`src/rtl/uart_pkg.sv`:
```
// Shared types and defaults for the UART transmit scheduler.
package uart_pkg;

  localparam int UART_TX_DEPTH = 8;

  typedef enum logic [1:0] {
    IDLE      = 2'd0,
    WAIT_BUSY = 2'd1,
    WAIT_TC   = 2'd2
  } tx_state_t;

endpackage

```
`src/rtl/uart_fifo.sv`:
```
// Synchronous byte FIFO with push/pop/flush; caller guarantees no pop when empty
// and no push when full unless a pop happens in the same cycle.
module uart_fifo #(
  parameter int DEPTH = 8,
  parameter int AW    = $clog2(DEPTH)
) (
  input  logic          clk,
  input  logic          rst,
  input  logic          push,
  input  logic          pop,
  input  logic          flush,
  input  logic [7:0]    wr_data,
  output logic [7:0]    rd_data,
  output logic [AW:0]   count,
  output logic          full,
  output logic          empty
);

  localparam logic [AW:0] DEPTH_CNT = (AW+1)'(DEPTH);

  logic [7:0]    mem [DEPTH];
  logic [AW-1:0] wr_ptr;
  logic [AW-1:0] rd_ptr;

  always_ff @(posedge clk) begin
    if (rst || flush) begin
      wr_ptr <= '0;
      rd_ptr <= '0;
      count  <= '0;
    end else begin
      if (push) wr_ptr <= wr_ptr + 1'b1;
      if (pop)  rd_ptr <= rd_ptr + 1'b1;
      case ({push, pop})
        2'b10:   count <= count + 1'b1;
        2'b01:   count <= count - 1'b1;
        default: count <= count;
      endcase
    end
  end

  // Storage needs no reset; only entries written since the last flush are ever read.
  always_ff @(posedge clk) begin
    if (push) mem[wr_ptr] <= wr_data;
  end

  assign rd_data = mem[rd_ptr];
  assign full    = (count == DEPTH_CNT);
  assign empty   = (count == '0);

endmodule

```
`src/rtl/uart_tx_sched.sv`:
```
// Queues bus-written bytes and feeds them one at a time to the UART transmitter
// through its start/busy/tc handshake.
//   state     | meaning
//   IDLE      | no frame in flight; start next byte when enabled and queue non-empty
//   WAIT_BUSY | start issued, waiting for transmitter to raise busy
//   WAIT_TC   | frame in flight, waiting for terminal-count pulse
module uart_tx_sched
  import uart_pkg::*;
#(
  parameter int DEPTH = UART_TX_DEPTH,
  parameter int AW    = $clog2(DEPTH)
) (
  input  logic          clk_i,
  input  logic          rst_i,
  input  logic          wr_en_i,
  input  logic [7:0]    wr_data_i,
  input  logic          flush_i,
  input  logic          tx_en_i,
  input  logic          ovf_clr_i,
  output logic          full_o,
  output logic          empty_o,
  output logic [AW:0]   count_o,
  output logic          ovf_o,
  output logic          done_o,
  output logic          tx_start_o,
  output logic [7:0]    tx_data_o,
  input  logic          tx_busy_i,
  input  logic          tx_tc_i
);

  tx_state_t  state, state_nxt;
  logic       pop;
  logic       push;
  logic       wr_ok;
  logic       ovf_hit;
  logic       start_nxt;
  logic [7:0] data_nxt;
  logic       done_nxt;
  logic [7:0] head;

  uart_fifo #(.DEPTH(DEPTH), .AW(AW)) u_fifo (
    .clk     (clk_i),
    .rst     (rst_i),
    .push    (push),
    .pop     (pop),
    .flush   (flush_i),
    .wr_data (wr_data_i),
    .rd_data (head),
    .count   (count_o),
    .full    (full_o),
    .empty   (empty_o)
  );

  // A pop in the same cycle frees a slot, so a write into a full queue still lands.
  assign wr_ok   = wr_en_i && !flush_i;
  assign push    = wr_ok && (!full_o || pop);
  assign ovf_hit = wr_ok && full_o && !pop;

  assign done_nxt = (state == WAIT_TC) && tx_tc_i && empty_o && !push;

  always_comb begin
    state_nxt = state;
    start_nxt = 1'b0;
    data_nxt  = tx_data_o;
    pop       = 1'b0;
    case (state)
      IDLE: begin
        if (tx_en_i && !empty_o && !tx_busy_i && !flush_i) begin
          pop       = 1'b1;
          start_nxt = 1'b1;
          data_nxt  = head;
          state_nxt = WAIT_BUSY;
        end
      end
      WAIT_BUSY: begin
        if (tx_busy_i) state_nxt = WAIT_TC;
      end
      WAIT_TC: begin
        if (tx_tc_i) state_nxt = IDLE;
      end
      default: state_nxt = IDLE;
    endcase
  end

  always_ff @(posedge clk_i) begin
    if (rst_i) begin
      state      <= IDLE;
      tx_start_o <= 1'b0;
      tx_data_o  <= 8'h00;
      done_o     <= 1'b0;
    end else begin
      state      <= state_nxt;
      tx_start_o <= start_nxt;
      tx_data_o  <= data_nxt;
      done_o     <= done_nxt;
    end
  end

  // New overflow beats a simultaneous clear.
  always_ff @(posedge clk_i) begin
    if (rst_i)          ovf_o <= 1'b0;
    else if (ovf_hit)   ovf_o <= 1'b1;
    else if (ovf_clr_i) ovf_o <= 1'b0;
  end

endmodule
```
`config.mk`:
```
export PLATFORM = sky130hd
export DESIGN_NAME = uart_tx_sched
export DESIGN_NICKNAME = d
export VERILOG_FILES = /design/src/rtl/uart_pkg.sv /design/src/rtl/uart_fifo.sv /design/src/rtl/uart_tx_sched.sv
export SDC_FILE = /design/constraint.sdc
export NUM_CORES = 1
export LEC_CHECK = 0
export BUFFER_PORTS_ARGS = -buffer_cell sky130_fd_sc_hd__buf_4
export CORE_MARGIN = 4
export CORE_UTILIZATION = 36
export CTS_CLUSTER_DIAMETER = 200
export CTS_CLUSTER_SIZE = 24
export DETAILED_ROUTE_END_ITERATION = 8
export PLACE_DENSITY = 0.56
export SYNTH_ARGS = -nofsm -noshare
export SYNTH_HDL_FRONTEND = slang
export SYNTH_HIERARCHICAL = 1
export SYNTH_SLANG_ARGS = --single-unit
```
`constraint.sdc`:
```
create_clock -name clk_i -period 9.3 [get_ports clk_i]
set_clock_uncertainty 0.1 [all_clocks]
set_input_delay 1.395 -clock clk_i [delete_from_list [all_inputs] [get_ports clk_i]]
set_output_delay 1.395 -clock clk_i [all_outputs]
set_load 0.02 [all_outputs]
```
==> results of run 1 <==
[metal layers]
| layer | up-vias | track usage | part of all wire |
|---|---|---|---|
| met4 | 0 | 0.04869 | 0.0089 |
| li1 | 958 | - | - |
| met2 | 53 | 0.1867 | 0.46 |
| met1 | 990 | 0.1689 | 0.49 |
| met5 | - | 0 | 0 |
| met3 | 6 | 0.02546 | 0.044 |
[registers in the layout, summed over array words and instances, names as in the netlist, named ones only]
name,cells
state,2
u_fifo/wr_ptr,3
tx_data_o,8
done_o,1
u_fifo/rd_ptr,3
ovf_o,1
u_fifo/mem,64
u_fifo/count,4
tx_start_o,1
[how the worst max path moves through the flow]
stage	startpoint	endpoint	slack, ns	depth (start not counted)
3_5_place_dp	flush_i	u_fifo/count[2]$_SDFFE_PP0P_	5.03	12
5_1_grt	flush_i	u_fifo/count[3]$_SDFFE_PP0P_	5.11	10
6_report	flush_i	u_fifo/count[3]$_SDFFE_PP0P_	5.40	10
2_1_floorplan	flush_i	u_fifo/count[2]$_SDFFE_PP0P_	5.48	11
4_1_cts	flush_i	u_fifo/count[2]$_SDFFE_PP0P_	5.40	12
3_3_place_gp	flush_i	u_fifo/count[2]$_SDFFE_PP0P_	5.12	12
[worst max-delay path: stages]
cell       delay [ns]
buf_4            0.12
nor4b_2          0.72
a21oi_2          0.13
nor2_1           0.30
inv_1            0.13
ha_1             0.25
nand3b_1         0.16
a2111oi_0        0.53
o21ai_0          0.18
a21oi_1          0.16
[cell type report]
type | instances | area (µm²)
clock buffers | 11 | 131.4
repair buffers | 34 | 255.2
inverters | 3 | 11.26
multi-input cells | 122 | 1132
clock inverters | 5 | 40.04
well taps | 133 | 166.4
fillers | 921 | 5640
flip-flops and latches | 90 | 2442
[power breakdown]
group          leakage, nW  total, mW  switching (mW)  internal (mW)
Clock               0.0766      0.232           0.133         0.0992
Combinational        0.510     0.0244          0.0141         0.0103
Sequential           0.788      0.432         0.00147          0.431
[logic make-up (layout without fill, tap and decap cells)]
logic type	Yosys count	in the layout
buffers and inverters	14	53
AND/OR/NAND/NOR	55	55
adder cells (fa/ha/maj)	5	5
XOR/XNOR	6	6
flip-flops	90	90
multiplexers	27	27
AO/OA/AOI/OAI	29	29
[placed cells by master, fill, tap and decap left out, types with 2 or more instances in the layout]
cell,count
nor3_1,2
inv_6,2
edfxtp_1,64
nor2_1,19
nand3b_1,2
clkbuf_8,9
inv_1,3
nand2_1,6
o21ai_0,3
clkbuf_1,2
xor2_1,5
nor4_1,3
mux2i_1,3
nand4b_1,2
mux4_1,16
or3_1,2
ha_1,5
buf_4,34
a21oi_1,13
o31ai_1,8
nand2b_1,6
clkinvlp_4,3
nand3_1,8
dfxtp_1,26
mux2_2,8
[stage by stage]
step	instance area (µm²)	instances	hold slack [ns]	util	setup slack [ns]
finish	4179	398	0.3789	0.4256	5.405
global route	4179	398	0.4006	0.4256	5.106
CTS	4179	398	0.3811	0.4256	5.401
detailed placement	4008	382	0.3690	0.4081	5.034
global placement	4008	382	0.3559	0.4081	5.124
floorplan	3660	226	0.3618	-	5.485
==> impl_metrics.py, run 1 <==
metrics = {
    "status": {
        "outcome": "finished, final reports clean",
    },
    "floorplan": {
        "die_area_um2": 11840,
        "die_w_um": 108.8,
        "initial_core_util": 0.3727,
        "core_um2": 9819,
        "fp.dieH_um": 108.8,
        "rows": 36,
        "ioPinCount": 33,
    },
    "logic_synthesis": {
        "synth_top_area_cell": "edfxtp_1",
        "synth_edf_count": 64,
        "yosysSeqAreaShare": 0.6674,
        "synth.area.top_cells": "edfxtp_1, dfxtp_1, mux4_1",
        "synth.distinct_cells": 36,
        "muxShareOfSynthArea": 0.1477,
        "ys_warn_count": 6,
        "yosys-top-cells-count": "edfxtp_1, dfxtp_1, nor2_1",
        "ys.flop_type": "edfxtp_1",
        "synthArstFlopShare": 0,
        "yosys.area_share.simple": 0.08068,
        "synth_top_family_by_area": "multiplexers",
        "synth_area_um2": 3660,
        "syn_inst": 226,
        "synthAdderAreaFrac": 0.01709,
        "synth_top_area_share": 0.5251,
        "synth_most_common_cell": "edfxtp_1",
        "syn_area_per_cell_um2": 16.19,
        "synthXorXnorAreaFrac": 0.01436,
        "syn-num-nets": 247,
        "synth-compound-area-share": 0.04957,
        "ys_ff_latch": 90,
    },
    "place": {
        "gp_congestion": 0.7497,
        "dp_hpwl_um": 4404,
        "port-buffer-count": 32,
    },
    "clock_network": {
        "clk_path_buf_depth": 2,
        "path_clk_slew_ns": 0.09,
        "cts_hold_buf": 0,
        "cts.repair.resized": 0,
        "cts_buffers": 9,
        "clock_latency_ns": 0.34,
        "cts.htree.levels": 3,
        "cts_tree": "yes",
        "root_buffer": "clkbuf_8",
        "clock-sinks": 90,
        "cts_setup_buffers": 0,
    },
    "drt": {
        "wire_per_inst_um": 16.98,
        "vias": 2007,
        "drt_iter0_drc": 97,
        "vias_per_cell": 5.043,
        "ant_nets": 0,
        "wl_um": 6759,
        "drc": 0,
        "first_pass_iters": 4,
    },
    "worst_setup_path": {
        "reg2reg_from": "u_fifo/count[1]$_SDFFE_PP0P_",
        "crit_path_end_kind": "register",
        "r2r_setup_slack_ns": 5.83,
        "cp_max_fo": 10,
        "path_class": "primary input to register",
        "cp_data_arrival_time_ns": 4.08,
        "cp.required_ns": 9.48,
        "critPathLaunchType": "primary input",
        "r2r_end": "u_fifo/count[3]$_SDFFE_PP0P_",
        "rr_worst_depth": 10,
    },
    "hold_path": {
        "hold_path.class": "register to register",
        "hp-start": "tx_data_o[3]$_SDFFE_PP0P_",
        "hold_depth": 2,
        "min_to": "tx_data_o[3]$_SDFFE_PP0P_",
    },
    "timing": {
        "post-route-period-util": 0.4189,
        "rsz0062_at_grt": "false",
        "finalHoldViolations": 0,
        "tns_ns": 0,
        "max_slew.worst_pin.slew_ns": 1.008,
        "min_period_ns": 3.895,
        "setup_viol": 0,
        "fmax_mhz": 256.7,
        "drv_slew": 0,
        "relSlewSlack": 0.3257,
    },
    "global_route": {
        "overflow": 0,
        "globalRouteTotalUtil": 0.1215,
        "grt_antenna_before_repair": 0,
        "grt_max_degree": 17,
        "grt_pass1_vias": 1930,
        "grt_pass1_wl_um": 10520,
    },
    "layout": {
        "antenna_cells": 0,
        "drive_gt1_frac": 0.2302,
        "fin_nets": 281,
        "area_growth_pct": 14.19,
    },
    "pwr": {
        "total_power_uw": 688.8,
        "leakage_nw": 1.374,
        "p_per_area_nw_per_um2": 164.8,
        "ir_drop_uv": 64.29,
    },
    "job": {
        "cap_violations": 0,
    },
}
(Power assumes the default switching activity.)
==> run 2, diff against run 1 <==
- clock period: 9.3 -> 3.9 ns (I/O delays scaled with it)
==> impl_metrics.py, run 2 (same netlist as run 1, synthesis figures left out) <==
metrics = {
    "status": {
        "outcome": "finished, final reports clean",
    },
    "layout": {
        "area_growth_pct": 16.44,
        "reg.largest.list": "u_fifo/mem: 64 flops, tx_data_o: 8 flops, u_fifo/count: 4 flops",
        "drive_gt1_frac": 0.2546,
        "antenna_cells": 0,
        "layout_commonest_cell": "edfxtp_1",
        "multi_input_area_um2": 1132,
        "design_area_um2": 4262,
        "seqCellArea_um2": 2442,
        "regMostFlops": "u_fifo/mem",
        "nFillCells": 914,
        "fin_nets": 287,
        "largest_register_ffs": 64,
        "final_cell_mix": "edfxtp_1, buf_4, dfxtp_1",
    },
    "pwr": {
        "p_per_area_nw_per_um2": 410.0,
        "ir_drop_uv": 159.4,
        "leakage_nw": 1.430,
    },
    "drt": {
        "wl_um": 6729,
        "drc": 0,
        "drt_iter0_drc": 85,
        "wire_per_inst_um": 16.66,
        "ant_nets": 0,
        "vias_per_cell": 4.965,
        "vias": 2006,
        "first_pass_iters": 4,
    },
    "clock_network": {
        "cts.repair.resized": 0,
        "cts_tree": "yes",
        "cts_setup_buffers": 0,
        "root_buffer": "clkbuf_8",
        "cts_hold_buf": 0,
        "cts.htree.levels": 3,
        "clk_path_buf_depth": 2,
        "cts_buffers": 9,
        "path_clk_slew_ns": 0.10,
        "clock_latency_ns": 0.36,
        "clock-sinks": 90,
    },
    "timing": {
        "rsz0062_at_grt": "false",
        "fmax_mhz": 291.8,
        "tns_ns": 0,
        "post-route-period-util": 0.8787,
        "min_period_ns": 3.427,
        "max_slew.worst_pin.slew_ns": 0.9756,
        "setup_viol": 0,
        "drv_slew": 0,
        "finalHoldViolations": 0,
        "relSlewSlack": 0.3487,
    },
    "worst_setup_path": {
        "crit_start": "u_fifo/count[0]$_SDFFE_PP0P_",
        "r2r_setup_slack_ns": 0.47,
        "cp_data_arrival_time_ns": 3.63,
        "crit_chain": "nor4_1 -> nor4b_2 -> a21oi_2 -> nor2_1 -> inv_1 -> ha_1 -> xor2_1 -> ha_1 -> a21oi_1 -> xor2_1 -> or3_1 -> a21oi_1",
        "slowest_delay_ns": 0.78,
        "cp.required_ns": 4.10,
        "cp_max_fo": 10,
        "path_depth": 12,
        "crit_slowest_cell": "nor4b_2",
        "rr_worst_depth": 12,
        "critPathLaunchType": "register",
        "crit_path_end_kind": "register",
        "path_class": "register to register",
        "critPathBufInv": 1,
        "reg2reg_from": "u_fifo/count[0]$_SDFFE_PP0P_",
        "critPathTopFamily": "simple AND/OR/NAND/NOR gates",
    },
    "floorplan": {
        "die_area_um2": 11840,
        "fp.dieH_um": 108.8,
        "die_w_um": 108.8,
        "core_um2": 9819,
        "initial_core_util": 0.3727,
        "rows": 36,
        "ioPinCount": 33,
    },
    "global_route": {
        "grt_max_degree": 18,
        "grt_antenna_before_repair": 0,
        "globalRouteTotalUtil": 0.1243,
        "grt_pass1_vias": 1934,
        "overflow": 0,
        "grt_pass1_wl_um": 10650,
    },
    "hold_path": {
        "hold_depth": 1,
        "hp-start": "wr_data_i[0]",
        "hold_path.class": "primary input to register",
    },
    "place": {
        "port-buffer-count": 32,
        "dp_hpwl_um": 4341,
        "place_area_um2": 4053,
        "gp_congestion": 0.7301,
    },
    "job": {
        "cap_violations": 0,
    },
}
[run 2: changes by cell type in the layout (fill, tap and decap cells not counted), sizes merged]
| cell | previous run | this run |
|---|---|---|
| clkinv | 0 | 1 |
| bufinv | 0 | 1 |
| clkbuf | 11 | 9 |
| clkinvlp | 3 | 2 |
| inv | 5 | 6 |
| buf | 34 | 40 |
[run 2: cell type report]
cell class,instances,area share
flip-flops and latches,90,0.5731
clock buffers,9,0.02907
clock inverters,7,0.01996
inverters,3,0.002642
multi-input cells,122,0.2657
well taps,133,0.03905
repair buffers,40,0.07046
[run 2: worst paths after layout]
| path | to |
|---|---|
| hold reg to reg | tx_data_o[3]$_SDFFE_PP0P_ |
| hold / removal | u_fifo/mem[1][0]$_DFFE_PP_ |
| setup / recovery | u_fifo/count[2]$_SDFFE_PP0P_ |
| setup reg to reg | u_fifo/count[2]$_SDFFE_PP0P_ |
[run 2: per-layer routing]
layer | up-vias | global-route usage | part of all wire
li1 | 971 | - | -
met1 | 983 | 0.1621 | 0.46
met2 | 41 | 0.1964 | 0.47
met3 | 11 | 0.03612 | 0.052
met4 | 0 | 0.04869 | 0.015
met5 | - | 0 | 0
[run 2: stage by stage]
stage | hold slack [ns] | util | instances | power, mW | setup slack, ns
3_3_place_gp | 0.3579 | 0.4127 | 388 | 1.111 | 0.5021
5_1_grt | 0.3206 | 0.4340 | 404 | 1.812 | 0.1192
2_1_floorplan | 0.3618 | - | 226 | 1.081 | 0.4411
6_report | 0.3478 | 0.4340 | 404 | 1.747 | 0.4731
3_5_place_dp | 0.3635 | 0.4127 | 388 | 1.112 | 0.4633
4_1_cts | 0.3280 | 0.4340 | 404 | 1.771 | 0.4648
[run 2: where the power goes]
group          internal (mW)  switching, mW  total, mW
clock network          0.308          0.349      0.657
logic                 0.0247         0.0340     0.0588
registers               1.03        0.00336       1.03
[run 2: worst register-to-register path, stage by stage (launching register included)]
cell,delay (ns)
dfxtp_1,0.49
nor4_1,0.16
nor4b_2,0.78
a21oi_2,0.14
nor2_1,0.30
inv_1,0.13
ha_1,0.26
xor2_1,0.16
ha_1,0.18
a21oi_1,0.14
xor2_1,0.09
or3_1,0.30
a21oi_1,0.14
